$ cat config.mk
export PLATFORM = sky130hd
export DESIGN_NAME = cm_loop_seq_flat
export DESIGN_NICKNAME = d
export VERILOG_FILES = /design/src/rtl/cm_loop_seq_if.sv /design/src/rtl/cm_loop_seq.sv /design/src/flat_wrapper.sv
export SDC_FILE = /design/constraint.sdc
export NUM_CORES = 1
export LEC_CHECK = 0
export CAP_MARGIN = 20
export CELL_PAD_IN_SITES_DETAIL_PLACEMENT = 0
export CELL_PAD_IN_SITES_GLOBAL_PLACEMENT = 1
export CORE_ASPECT_RATIO = 0.6
export CORE_MARGIN = 1.5
export CORE_UTILIZATION = 38
export DETAILED_ROUTE_END_ITERATION = 16
export PLACE_DENSITY = 0.82
export SYNTH_ARGS = -nofsm -noshare
export SYNTH_HDL_FRONTEND = slang
export SYNTH_SLANG_ARGS = --single-unit
$ cat constraint.sdc
create_clock -name I_clk -period 5 [get_ports I_clk]
set_input_delay 1.5 -clock I_clk [delete_from_list [all_inputs] [get_ports I_clk]]
set_output_delay 1.5 -clock I_clk [all_outputs]
set_load 0.01 [all_outputs]
$ cat src/rtl/cm_loop_seq_if.sv
// Stream interface between the loop sequencer and its consumer: loop configuration and start in,
// index/address beats with valid/ready out.
interface cm_loop_seq_if #(
   parameter int C_WIDTH  = 8,
   parameter int C_AWIDTH = 16
);
   logic                I_start;
   logic [C_WIDTH-1:0]  I_upper0;
   logic [C_WIDTH-1:0]  I_upper1;
   logic [C_WIDTH-1:0]  I_upper2;
   logic [C_AWIDTH-1:0] I_base;
   logic [C_AWIDTH-1:0] I_stride1;
   logic [C_AWIDTH-1:0] I_stride2;
   logic                I_ready;
   logic                O_valid;
   logic [C_WIDTH-1:0]  O_idx0;
   logic [C_WIDTH-1:0]  O_idx1;
   logic [C_WIDTH-1:0]  O_idx2;
   logic [C_AWIDTH-1:0] O_addr;
   logic                O_last;
   logic                O_busy;
   logic                O_done;

   // master: the sequencer that produces the beats
   modport master (
      input  I_start, I_upper0, I_upper1, I_upper2, I_base, I_stride1, I_stride2, I_ready,
      output O_valid, O_idx0, O_idx1, O_idx2, O_addr, O_last, O_busy, O_done
   );

   modport slave (
      output I_start, I_upper0, I_upper1, I_upper2, I_base, I_stride1, I_stride2, I_ready,
      input  O_valid, O_idx0, O_idx1, O_idx2, O_addr, O_last, O_busy, O_done
   );
endinterface

$ cat src/rtl/cm_loop_seq.sv
// Three-level nested loop sequencer: walks idx0 (inner) .. idx2 (outer) and emits a linear
// address per beat using incremental adds only; every output comes straight from a flop.
module cm_loop_seq #(
   parameter int C_WIDTH  = 8,
   parameter int C_AWIDTH = 16
) (
   input  logic          I_clk,
   input  logic          I_rst,
   cm_loop_seq_if.master bus
);
   localparam logic [C_WIDTH-1:0]  ONE_W = C_WIDTH'(1);
   localparam logic [C_AWIDTH-1:0] ONE_A = C_AWIDTH'(1);

   typedef enum logic [1:0] {
      ST_IDLE,
      ST_RUN,
      ST_DONE
   } state_t;

   state_t              state_reg;
   logic [C_WIDTH-1:0]  idx_reg   [3];
   logic [C_WIDTH-1:0]  upper_reg [3];
   logic [C_AWIDTH-1:0] stride1_reg;
   logic [C_AWIDTH-1:0] stride2_reg;
   logic [C_AWIDTH-1:0] addr_reg;
   logic [C_AWIDTH-1:0] row_reg;
   logic [C_AWIDTH-1:0] plane_reg;
   logic                valid_reg;
   logic                last_reg;
   logic                busy_reg;
   logic                done_reg;

   logic [C_WIDTH-1:0]  idx_next  [3];
   logic [C_AWIDTH-1:0] addr_next;
   logic [C_AWIDTH-1:0] row_next;
   logic [C_AWIDTH-1:0] plane_next;
   logic [1:0]          lvl_end;
   logic [2:0]          lvl_end_next;
   logic                cfg_zero;
   logic                cfg_single;

   genvar gi;
   generate
      for (gi = 0; gi < 2; gi++) begin : g_lvl_end
         assign lvl_end[gi] = (idx_reg[gi] == upper_reg[gi] - ONE_W);
      end
      // O_last is registered, so the "final beat" test runs on the indices about to be loaded
      for (gi = 0; gi < 3; gi++) begin : g_lvl_end_next
         assign lvl_end_next[gi] = (idx_next[gi] == upper_reg[gi] - ONE_W);
      end
   endgenerate

   assign cfg_zero   = (bus.I_upper0 == '0) || (bus.I_upper1 == '0) || (bus.I_upper2 == '0);
   assign cfg_single = (bus.I_upper0 == ONE_W) && (bus.I_upper1 == ONE_W) && (bus.I_upper2 == ONE_W);

   always_comb begin
      idx_next[0] = idx_reg[0];
      idx_next[1] = idx_reg[1];
      idx_next[2] = idx_reg[2];
      addr_next   = addr_reg;
      row_next    = row_reg;
      plane_next  = plane_reg;
      if (!lvl_end[0]) begin
         idx_next[0] = idx_reg[0] + ONE_W;
         addr_next   = addr_reg + ONE_A;
      end else if (!lvl_end[1]) begin
         idx_next[0] = '0;
         idx_next[1] = idx_reg[1] + ONE_W;
         row_next    = row_reg + stride1_reg;
         addr_next   = row_next;
      end else begin
         idx_next[0] = '0;
         idx_next[1] = '0;
         idx_next[2] = idx_reg[2] + ONE_W;
         plane_next  = plane_reg + stride2_reg;
         row_next    = plane_next;
         addr_next   = plane_next;
      end
   end

   always_ff @(posedge I_clk or posedge I_rst) begin
      if (I_rst) begin
         state_reg   <= ST_IDLE;
         for (int i = 0; i < 3; i++) begin
            idx_reg[i]   <= '0;
            upper_reg[i] <= '0;
         end
         stride1_reg <= '0;
         stride2_reg <= '0;
         addr_reg    <= '0;
         row_reg     <= '0;
         plane_reg   <= '0;
         valid_reg   <= 1'b0;
         last_reg    <= 1'b0;
         busy_reg    <= 1'b0;
         done_reg    <= 1'b0;
      end else begin
         done_reg <= 1'b0;
         case (state_reg)
            ST_IDLE: begin
               if (bus.I_start) begin
                  upper_reg[0] <= bus.I_upper0;
                  upper_reg[1] <= bus.I_upper1;
                  upper_reg[2] <= bus.I_upper2;
                  stride1_reg  <= bus.I_stride1;
                  stride2_reg  <= bus.I_stride2;
                  for (int i = 0; i < 3; i++) begin
                     idx_reg[i] <= '0;
                  end
                  addr_reg  <= bus.I_base;
                  row_reg   <= bus.I_base;
                  plane_reg <= bus.I_base;
                  busy_reg  <= 1'b1;
                  if (cfg_zero) begin
                     state_reg <= ST_DONE;
                  end else begin
                     state_reg <= ST_RUN;
                     valid_reg <= 1'b1;
                     last_reg  <= cfg_single;
                  end
               end
            end
            ST_RUN: begin
               if (valid_reg && bus.I_ready) begin
                  if (last_reg) begin
                     valid_reg <= 1'b0;
                     last_reg  <= 1'b0;
                     state_reg <= ST_DONE;
                  end else begin
                     for (int i = 0; i < 3; i++) begin
                        idx_reg[i] <= idx_next[i];
                     end
                     addr_reg  <= addr_next;
                     row_reg   <= row_next;
                     plane_reg <= plane_next;
                     last_reg  <= &lvl_end_next;
                  end
               end
            end
            ST_DONE: begin
               done_reg  <= 1'b1;
               busy_reg  <= 1'b0;
               state_reg <= ST_IDLE;
            end
            default: state_reg <= ST_IDLE;
         endcase
      end
   end

   assign bus.O_valid = valid_reg;
   assign bus.O_idx0  = idx_reg[0];
   assign bus.O_idx1  = idx_reg[1];
   assign bus.O_idx2  = idx_reg[2];
   assign bus.O_addr  = addr_reg;
   assign bus.O_last  = last_reg;
   assign bus.O_busy  = busy_reg;
   assign bus.O_done  = done_reg;
endmodule

$ cat src/flat_wrapper.sv
// flat-port wrapper written by rule: the top's interface ports become plain ports
module cm_loop_seq_flat 
#(
   parameter int C_WIDTH  = 8,
   parameter int C_AWIDTH = 16
)
  (I_clk, I_rst, bus_I_start, bus_I_upper0, bus_I_upper1, bus_I_upper2, bus_I_base, bus_I_stride1, bus_I_stride2, bus_I_ready, bus_O_valid, bus_O_idx0, bus_O_idx1, bus_O_idx2, bus_O_addr, bus_O_last, bus_O_busy, bus_O_done);
  cm_loop_seq_if #(.C_WIDTH(C_WIDTH), .C_AWIDTH(C_AWIDTH)) bus_i ();
  input  logic I_clk;
  input  logic I_rst;
  input wire logic [$bits(bus_i.I_start)-1:0] bus_I_start;
  input wire logic [$bits(bus_i.I_upper0)-1:0] bus_I_upper0;
  input wire logic [$bits(bus_i.I_upper1)-1:0] bus_I_upper1;
  input wire logic [$bits(bus_i.I_upper2)-1:0] bus_I_upper2;
  input wire logic [$bits(bus_i.I_base)-1:0] bus_I_base;
  input wire logic [$bits(bus_i.I_stride1)-1:0] bus_I_stride1;
  input wire logic [$bits(bus_i.I_stride2)-1:0] bus_I_stride2;
  input wire logic [$bits(bus_i.I_ready)-1:0] bus_I_ready;
  output wire logic [$bits(bus_i.O_valid)-1:0] bus_O_valid;
  output wire logic [$bits(bus_i.O_idx0)-1:0] bus_O_idx0;
  output wire logic [$bits(bus_i.O_idx1)-1:0] bus_O_idx1;
  output wire logic [$bits(bus_i.O_idx2)-1:0] bus_O_idx2;
  output wire logic [$bits(bus_i.O_addr)-1:0] bus_O_addr;
  output wire logic [$bits(bus_i.O_last)-1:0] bus_O_last;
  output wire logic [$bits(bus_i.O_busy)-1:0] bus_O_busy;
  output wire logic [$bits(bus_i.O_done)-1:0] bus_O_done;
  assign bus_i.I_start = bus_I_start;
  assign bus_i.I_upper0 = bus_I_upper0;
  assign bus_i.I_upper1 = bus_I_upper1;
  assign bus_i.I_upper2 = bus_I_upper2;
  assign bus_i.I_base = bus_I_base;
  assign bus_i.I_stride1 = bus_I_stride1;
  assign bus_i.I_stride2 = bus_I_stride2;
  assign bus_i.I_ready = bus_I_ready;
  assign bus_O_valid = bus_i.O_valid;
  assign bus_O_idx0 = bus_i.O_idx0;
  assign bus_O_idx1 = bus_i.O_idx1;
  assign bus_O_idx2 = bus_i.O_idx2;
  assign bus_O_addr = bus_i.O_addr;
  assign bus_O_last = bus_i.O_last;
  assign bus_O_busy = bus_i.O_busy;
  assign bus_O_done = bus_i.O_done;
  cm_loop_seq #(.C_WIDTH(C_WIDTH), .C_AWIDTH(C_AWIDTH)) u_core (.I_clk(I_clk), .I_rst(I_rst), .bus(bus_i));
endmodule
==> qor.csv, run 1 <==
metric,value,unit
worst reg2reg path endpoint,u_core.bus.O_last$_DFFE_PP0P_,
die area,0.02496,sq mm
Synth Net Count,1236,
Critical Path Sink Type,flop,
Worst Tran Pin Value,0.9576,ns
Total GRT Usage,25.53,%
worst-case clock buffer depth,2,
number of post-CTS setup repair buffers,0,
Final Core Density,48.35,%
Max-Slew Margin vs Limit,35.29,%
number of top-level pins,120,
Synth async-reset ratio,100.0,%
die height,123.0,microns
Final #Nets,1338,
Register-to-Register Path Depth,11,
minimum clock period,4.037,ns
cell chain of the critical path,inv_1 > ha_1 > xor2_1 > nand3_1 > nor4bb_1 > nand4_1 > nor4_1 > xnor2_1 > o31a_1 > nand4_1 > o41ai_2,
final setup vio count,0,
first-pass GRT wire length,48.11,mm
initial core utilization,39.13,%
hold depth,2,
Fin. Hold Viols,0,
initial antenna violation count,0,
crit-path max FO,5,
antenna-violating nets left,0,
library cells used by synthesis,78,
die span in x,203.0,microns
vias in the first global route,8162,
Cells after Synth,1121,
Antenna diodes,0,
worst hold path type,reg2reg,
worst reg-to-reg setup slack,0.96,ns
Layout area overhead,23.57,%
Internal Power,3.153,mW
worst vdd ir,0.2288,mV
fraction of layout cells with a size suffix above 1,5.583,%
critical path arrival,4.37,ns
net switching fraction of the power,37.63,%
"Reg clk slew, reported paths",0.06,ns
CTS Buf Count,17,
"Seq/Total Area, Yosys",36.78,%
Final Skew,0.01251,ns
outcome,finished clean,
Post-synth EDFFs,0,
Worst path max stage delay,0.82,ns
grt ovf,0,
main flop type after synthesis,dfrtp_1,
DP HPWL,23.09,mm
# DRC,0,
Root Buffer,clkbuf_16,
PwrDens,448.8,mW/mm^2
input/output buffers,119,
Via Count,8870,
Flop pwr share,31.9,%
drt total wl,31.35,mm
Critical R2R Launch,u_core.upper_reg[16]$_DFFE_PP0P_,
largest net degree at the start of global routing,135,
Max Clk Rate,247.7,MHz
synthesized flop and latch total,134,
Net Sw Power,1.902,mW
CP Class,reg2reg,
Hold Path End,u_core.stride2_reg[4]$_DFFE_PP0P_,
First DRT Iteration DRCs,934,
setup TNS,0,ns
Avg Vias per Cell,5.719,
"Cell Area, Synth",0.009116,sq mm
average size of a mapped cell,8.132,sq um
Clk pwr share,27.9,%
Leak,4.842,nW
Critical-path top delay cell,nor4bb_1,
RD Place Congestion,1.026,
core area,0.02330,sq mm
Synth warnings,0,
max reg flops,24,
CP dominant cell by count,nand4_1,
Post-CTS Resized,0,
wire per inst,20.21,microns
Crit path required time,5.33,ns
max_cap viols,0,
Comb power frac,40.2,%
RSZ-0062 raised after global routing,false,
worst skew pair latency,0.43,ns
"Hold-fix buffers, CTS",0,
clock sink count,134,
TritonCTS clock tree,yes,
Slew Limit Fails,0,
Final period util,80.73,%
Worst Setup Start Kind,flop,
Hold Path Origin,u_core.stride2_reg[4]$_DFFE_PP0P_,
H-tree lvl count,4,
Pre-antenna DRT Iters,5,
Site Rows,43,
[synth_stat cells (3+ instances only)]
cell | n | area, sq um
a22o_1 | 4 | 35.03
a221oi_1 | 5 | 43.79
xor2_1 | 20 | 175.2
nor2b_1 | 9 | 56.30
buf_1 | 4 | 15.01
nor4_1 | 9 | 56.30
a311oi_1 | 3 | 26.28
nand3_1 | 39 | 195.2
a21boi_0 | 5 | 37.54
o22a_1 | 4 | 35.03
clkbuf_1 | 36 | 135.1
nor4b_1 | 3 | 26.28
mux2i_1 | 7 | 70.07
and2_1 | 7 | 43.79
a21o_1 | 10 | 75.07
o221ai_1 | 3 | 26.28
o21a_1 | 10 | 75.07
o211ai_1 | 5 | 37.54
o22ai_1 | 8 | 50.05
o32ai_1 | 4 | 35.03
a211o_1 | 3 | 26.28
or3_1 | 11 | 68.82
a211oi_1 | 15 | 112.6
nand2_1 | 250 | 938.4
nand4_1 | 18 | 112.6
o211a_1 | 4 | 40.04
and3_1 | 12 | 75.07
a21oi_2 | 3 | 26.28
buf_2 | 9 | 45.04
nor2_1 | 91 | 341.6
nand2b_1 | 4 | 25.02
xnor2_1 | 50 | 437.9
and4_1 | 4 | 35.03
dfrtp_1 | 134 | 3353
inv_1 | 31 | 116.4
o31ai_1 | 6 | 45.04
o21ai_0 | 64 | 320.3
xnor3_1 | 5 | 112.6
ha_1 | 37 | 462.9
nor3_1 | 31 | 155.2
nor3b_1 | 7 | 52.55
a31oi_1 | 30 | 187.7
a22oi_1 | 7 | 52.55
a21oi_1 | 57 | 285.3
[power groups by stage]
stage                     logic (mW)  registers [mW]  clock network, mW
after detailed placement        1.98            1.62                  0
after global routing            2.24            1.64               1.47
after CTS                       1.99            1.61               1.42
after global placement          1.96            1.62                  0
after floorplan                 1.32            1.55                  0
final                           2.03            1.61               1.41
[worst max path at each step]
stage	start	to	slack (ns)	cells after the start
3_3_place_gp	u_core.upper_reg[16]$_DFFE_PP0P_	u_core.bus.O_last$_DFFE_PP0P_	1.17	12
4_1_cts	u_core.upper_reg[16]$_DFFE_PP0P_	u_core.bus.O_last$_DFFE_PP0P_	1.11	12
3_5_place_dp	bus_I_upper1[7]	u_core.bus.O_last$_DFFE_PP0P_	1.14	10
6_report	u_core.upper_reg[16]$_DFFE_PP0P_	u_core.bus.O_last$_DFFE_PP0P_	0.96	11
2_1_floorplan	I_rst	u_core.bus.O_addr[0]$_DFFE_PP0P_	1.83	1
5_1_grt	u_core.upper_reg[16]$_DFFE_PP0P_	u_core.bus.O_last$_DFFE_PP0P_	0.68	12
[through the flow]
step	total power [mW]	area, sq um	instances	hold slack [ns]	setup WS, ns
2_1_floorplan	2.874	9120	1121	0.4378	1.835
3_3_place_gp	3.589	10630	1519	0.4676	1.167
3_5_place_dp	3.600	10630	1519	0.4705	1.140
4_1_cts	5.024	11260	1551	0.4854	1.114
5_1_grt	5.349	11260	1551	0.5124	0.6810
6_report	5.055	11260	1551	0.4804	0.9635
[area by class of cell]
type / count / area, sq um
sequential: 134 / 3353
tap: 315 / 394.1
fill: 2268 / 12030
clock inverter: 10 / 175.2
multi-input combinational: 905 / 5441
clock buffer: 22 / 464.2
timing repair buffer: 134 / 1316
inverter: 31 / 120.1
[metal layers]
layer	vias up	part of all wire, %	global-route usage, %
li1	4217	-	-
met1	4209	51	40.56
met2	425	36	31.72
met3	19	12	9.489
met4	0	0.74	4.722
met5	-	0	0
[placed cells by master (no fill, tap or decap), drive strengths merged, types with 5 or more instances in the layout]
master	instances
a211oi	15
a21boi	5
a21o	10
a21oi	60
a221oi	5
a22oi	7
a31oi	30
and2	7
and3	13
and4	5
buf	15
bufinv	5
clkbuf	22
clkdlybuf4s50	119
clkinv	5
dfrtp	134
ha	37
inv	30
mux2i	7
nand2	250
nand3	40
nand4	18
nor2	93
nor2b	9
nor3	31
nor3b	7
nor4	10
o211ai	5
o21a	10
o21ai	65
o22ai	8
o31ai	6
or3	11
xnor2	50
xnor3	5
xor2	20
[cells by family after synthesis]
kind of cell,count (synthesis),synth area share [%]
and+or+nand+nor,509,25.38
AOI/OAI and AO/OA,274,19.81
DFF,134,36.78
buffers and inverters,82,3.664
xor gates and xnor gates,75,7.961
adders and majority gates,39,5.517
muxes,8,0.8921
[worst max-delay path: cells and delay by family (launching register included)]
kind / cells / cell delay (ns)
and+or+nand+nor: 5 / 2.00
AOI/OAI and AO/OA: 2 / 0.52
xor gates and xnor gates: 2 / 0.44
adders and majority gates: 1 / 0.44
DFF: 1 / 0.41
buffers and inverters: 1 / 0.11
(Power assumes the default switching activity.)
==> run 2: changes to the inputs <==
clock period = 3.4 ns   (was 5 ns; I/O delays follow)
==> qor.csv, run 2 (synthesis gave the netlist of run 1 again) <==
metric,value,unit,change
number of post-CTS setup repair buffers,0,,unchanged
initial antenna violation count,0,,unchanged
largest net degree at the start of global routing,65,,was 135
H-tree lvl count,4,,unchanged
setup TNS,0,ns,unchanged
CP Class,reg2reg,,unchanged
PwrDens,637.4,mW/mm^2,was 448.8 mW/mm^2
RSZ-0062 raised after global routing,false,,unchanged
worst hold path type,reg2reg,,unchanged
"Hold-fix buffers, CTS",0,,unchanged
RD Place Congestion,0.9581,,was 1.026
number of top-level pins,120,,unchanged
Layout area overhead,29.70,%,was 23.57%
die area,0.02496,sq mm,unchanged
worst-case clock buffer depth,2,,unchanged
core area,0.02330,sq mm,unchanged
Place WS,0.01024,ns,was 1.140 ns
vias in the first global route,8521,,was 8162
Slew Limit Fails,0,,unchanged
antenna-violating nets left,0,,unchanged
filler instances,2232,,was 2268
Antenna diodes,0,,unchanged
die span in x,203.0,microns,unchanged
outcome,finished clean,,unchanged
wire per inst,20.42,microns,was 20.21 microns
Final #Nets,1391,,was 1338
max reg flops,24,,unchanged
Max-Slew Margin vs Limit,54.25,%,was 35.29%
crit-path max FO,14,,was 5
initial core utilization,39.13,%,unchanged
Via Count,9123,,was 8870
minimum clock period,3.319,ns,was 4.037 ns
worst vdd ir,0.3728,mV,was 0.2288 mV
drt total wl,32.75,mm,was 31.35 mm
TritonCTS clock tree,yes,,unchanged
grt ovf,0,,unchanged
die height,123.0,microns,unchanged
"Reg clk slew, reported paths",0.07,ns,was 0.06 ns
most frequent cells in the layout,"250 x nand2_1, 134 x dfrtp_1, 119 x clkdlybuf4s50_1",,unchanged
critical path arrival,3.63,ns,was 4.37 ns
Avg Vias per Cell,5.688,,was 5.719
fraction of layout cells with a size suffix above 1,10.47,%,was 5.583%
DP HPWL,24.49,mm,was 23.09 mm
Max Clk Rate,301.3,MHz,was 247.7 MHz
worst skew pair latency,0.44,ns,was 0.43 ns
max_cap viols,0,,unchanged
Worst Tran Pin Value,0.6837,ns,was 0.9576 ns
Leak,5.154,nW,was 4.842 nW
Critical Path Sink Type,flop,,unchanged
First DRT Iteration DRCs,1012,,was 934
final setup vio count,0,,unchanged
Pre-antenna DRT Iters,6,,was 5
Fin. Hold Viols,0,,unchanged
input/output buffers,119,,unchanged
Site Rows,43,,unchanged
Total GRT Usage,26.71,%,was 25.53%
final worst slack,0.08115,ns,was 0.9635 ns
clock sink count,134,,unchanged
"commonest non-fill, non-tap cell in the layout",nand2_1,,unchanged
# DRC,0,,unchanged
first-pass GRT wire length,50.07,mm,was 48.11 mm
CTS Buf Count,17,,unchanged
Root Buffer,clkbuf_16,,unchanged
Final Skew,0.01155,ns,was 0.01251 ns
Crit path required time,3.71,ns,was 5.33 ns
Final period util,97.61,%,was 80.73%
Worst Setup Start Kind,flop,,unchanged
-- run 2: changes by cell type in the layout (fill, tap and decap cells not counted), sizes merged --
cell      change
clkbuf        -3
buf          +53
clkinvlp      +1
clkinv        +2
inv           +1
bufinv        -1
-- run 2: power by group --
| part | internal, mW | switching, mW | total (mW) | leakage [nW] |
|---|---|---|---|---|
| Sequential | 1.94 | 0.407 | 2.35 | 1.66 |
| Combinational | 1.49 | 1.68 | 3.18 | 3.18 |
| Clock | 1.24 | 0.771 | 2.02 | 0.307 |
-- run 2: area by class of cell --
cell class	count	area (sq um)	area share [%]
inverter	31	120.1	1.016
clock buffer	19	442.9	3.746
tap	315	394.1	3.333
clock inverter	13	178.9	1.513
timing repair buffer	187	1814	15.34
sequential	134	3353	28.36
multi-input combinational	905	5520	46.69
-- run 2: worst max-delay path: stages (launching register included) --
cell	delay, ns
dfrtp_1	0.43
inv_1	0.10
ha_2	0.22
nor3b_4	0.20
buf_4	0.15
xnor2_1	0.12
o32ai_1	0.11
buf_4	0.16
and3_4	0.18
buf_4	0.21
buf_4	0.18
nor2_1	0.53
nand2_1	0.21
o22ai_1	0.32
a211oi_1	0.08
-- run 2: worst paths after layout --
| check | startpoint | end | slack (ns) | cells past startpoint |
|---|---|---|---|---|
| max in group asynchronous | I_rst | u_core.bus.O_idx0[0]$_DFFE_PP0P_ | 1.86 | 3 |
| min in group asynchronous | I_rst | u_core.upper_reg[7]$_DFFE_PP0P_ | 0.98 | 2 |
| max reg2reg | u_core.upper_reg[16]$_DFFE_PP0P_ | u_core.bus.O_addr[12]$_DFFE_PP0P_ | 0.08 | 14 |
| max | u_core.upper_reg[16]$_DFFE_PP0P_ | u_core.bus.O_addr[12]$_DFFE_PP0P_ | 0.08 | 14 |
| min | u_core.stride1_reg[7]$_DFFE_PP0P_ | u_core.stride1_reg[7]$_DFFE_PP0P_ | 0.48 | 2 |
| min reg2reg | u_core.stride1_reg[7]$_DFFE_PP0P_ | u_core.stride1_reg[7]$_DFFE_PP0P_ | 0.48 | 2 |
-- run 2: repair_timing --
item / CTS / global route
endpoints found under the setup margin: 2 / 13
endpoints found under the hold margin: 0 / 0
resized for setup: 2 / 16
gates cloned: 0 / 0
-- run 2: routing by layer --
layer	up-vias	wire [microns]	track usage, %	part of all wire [%]
met5	-	0	0	0
met4	0	219	4.630	0.67
met3	22	3130	7.538	9.6
met2	400	12450	35.15	38
met1	4379	16950	42.51	52
li1	4322	-	-	-
-- run 2: through the flow --
stage	hold WS, ns	power [mW]	instance area, sq um	std cells	util [%]
global placement	0.4659	5.382	11120	1572	47.75
finish	0.4803	7.536	11820	1604	50.75
detailed placement	0.4678	5.423	11120	1572	47.75
global route	0.5059	7.926	11820	1604	50.75
floorplan	0.4378	4.227	9120	1121	-
CTS	0.4835	7.463	11760	1604	50.46
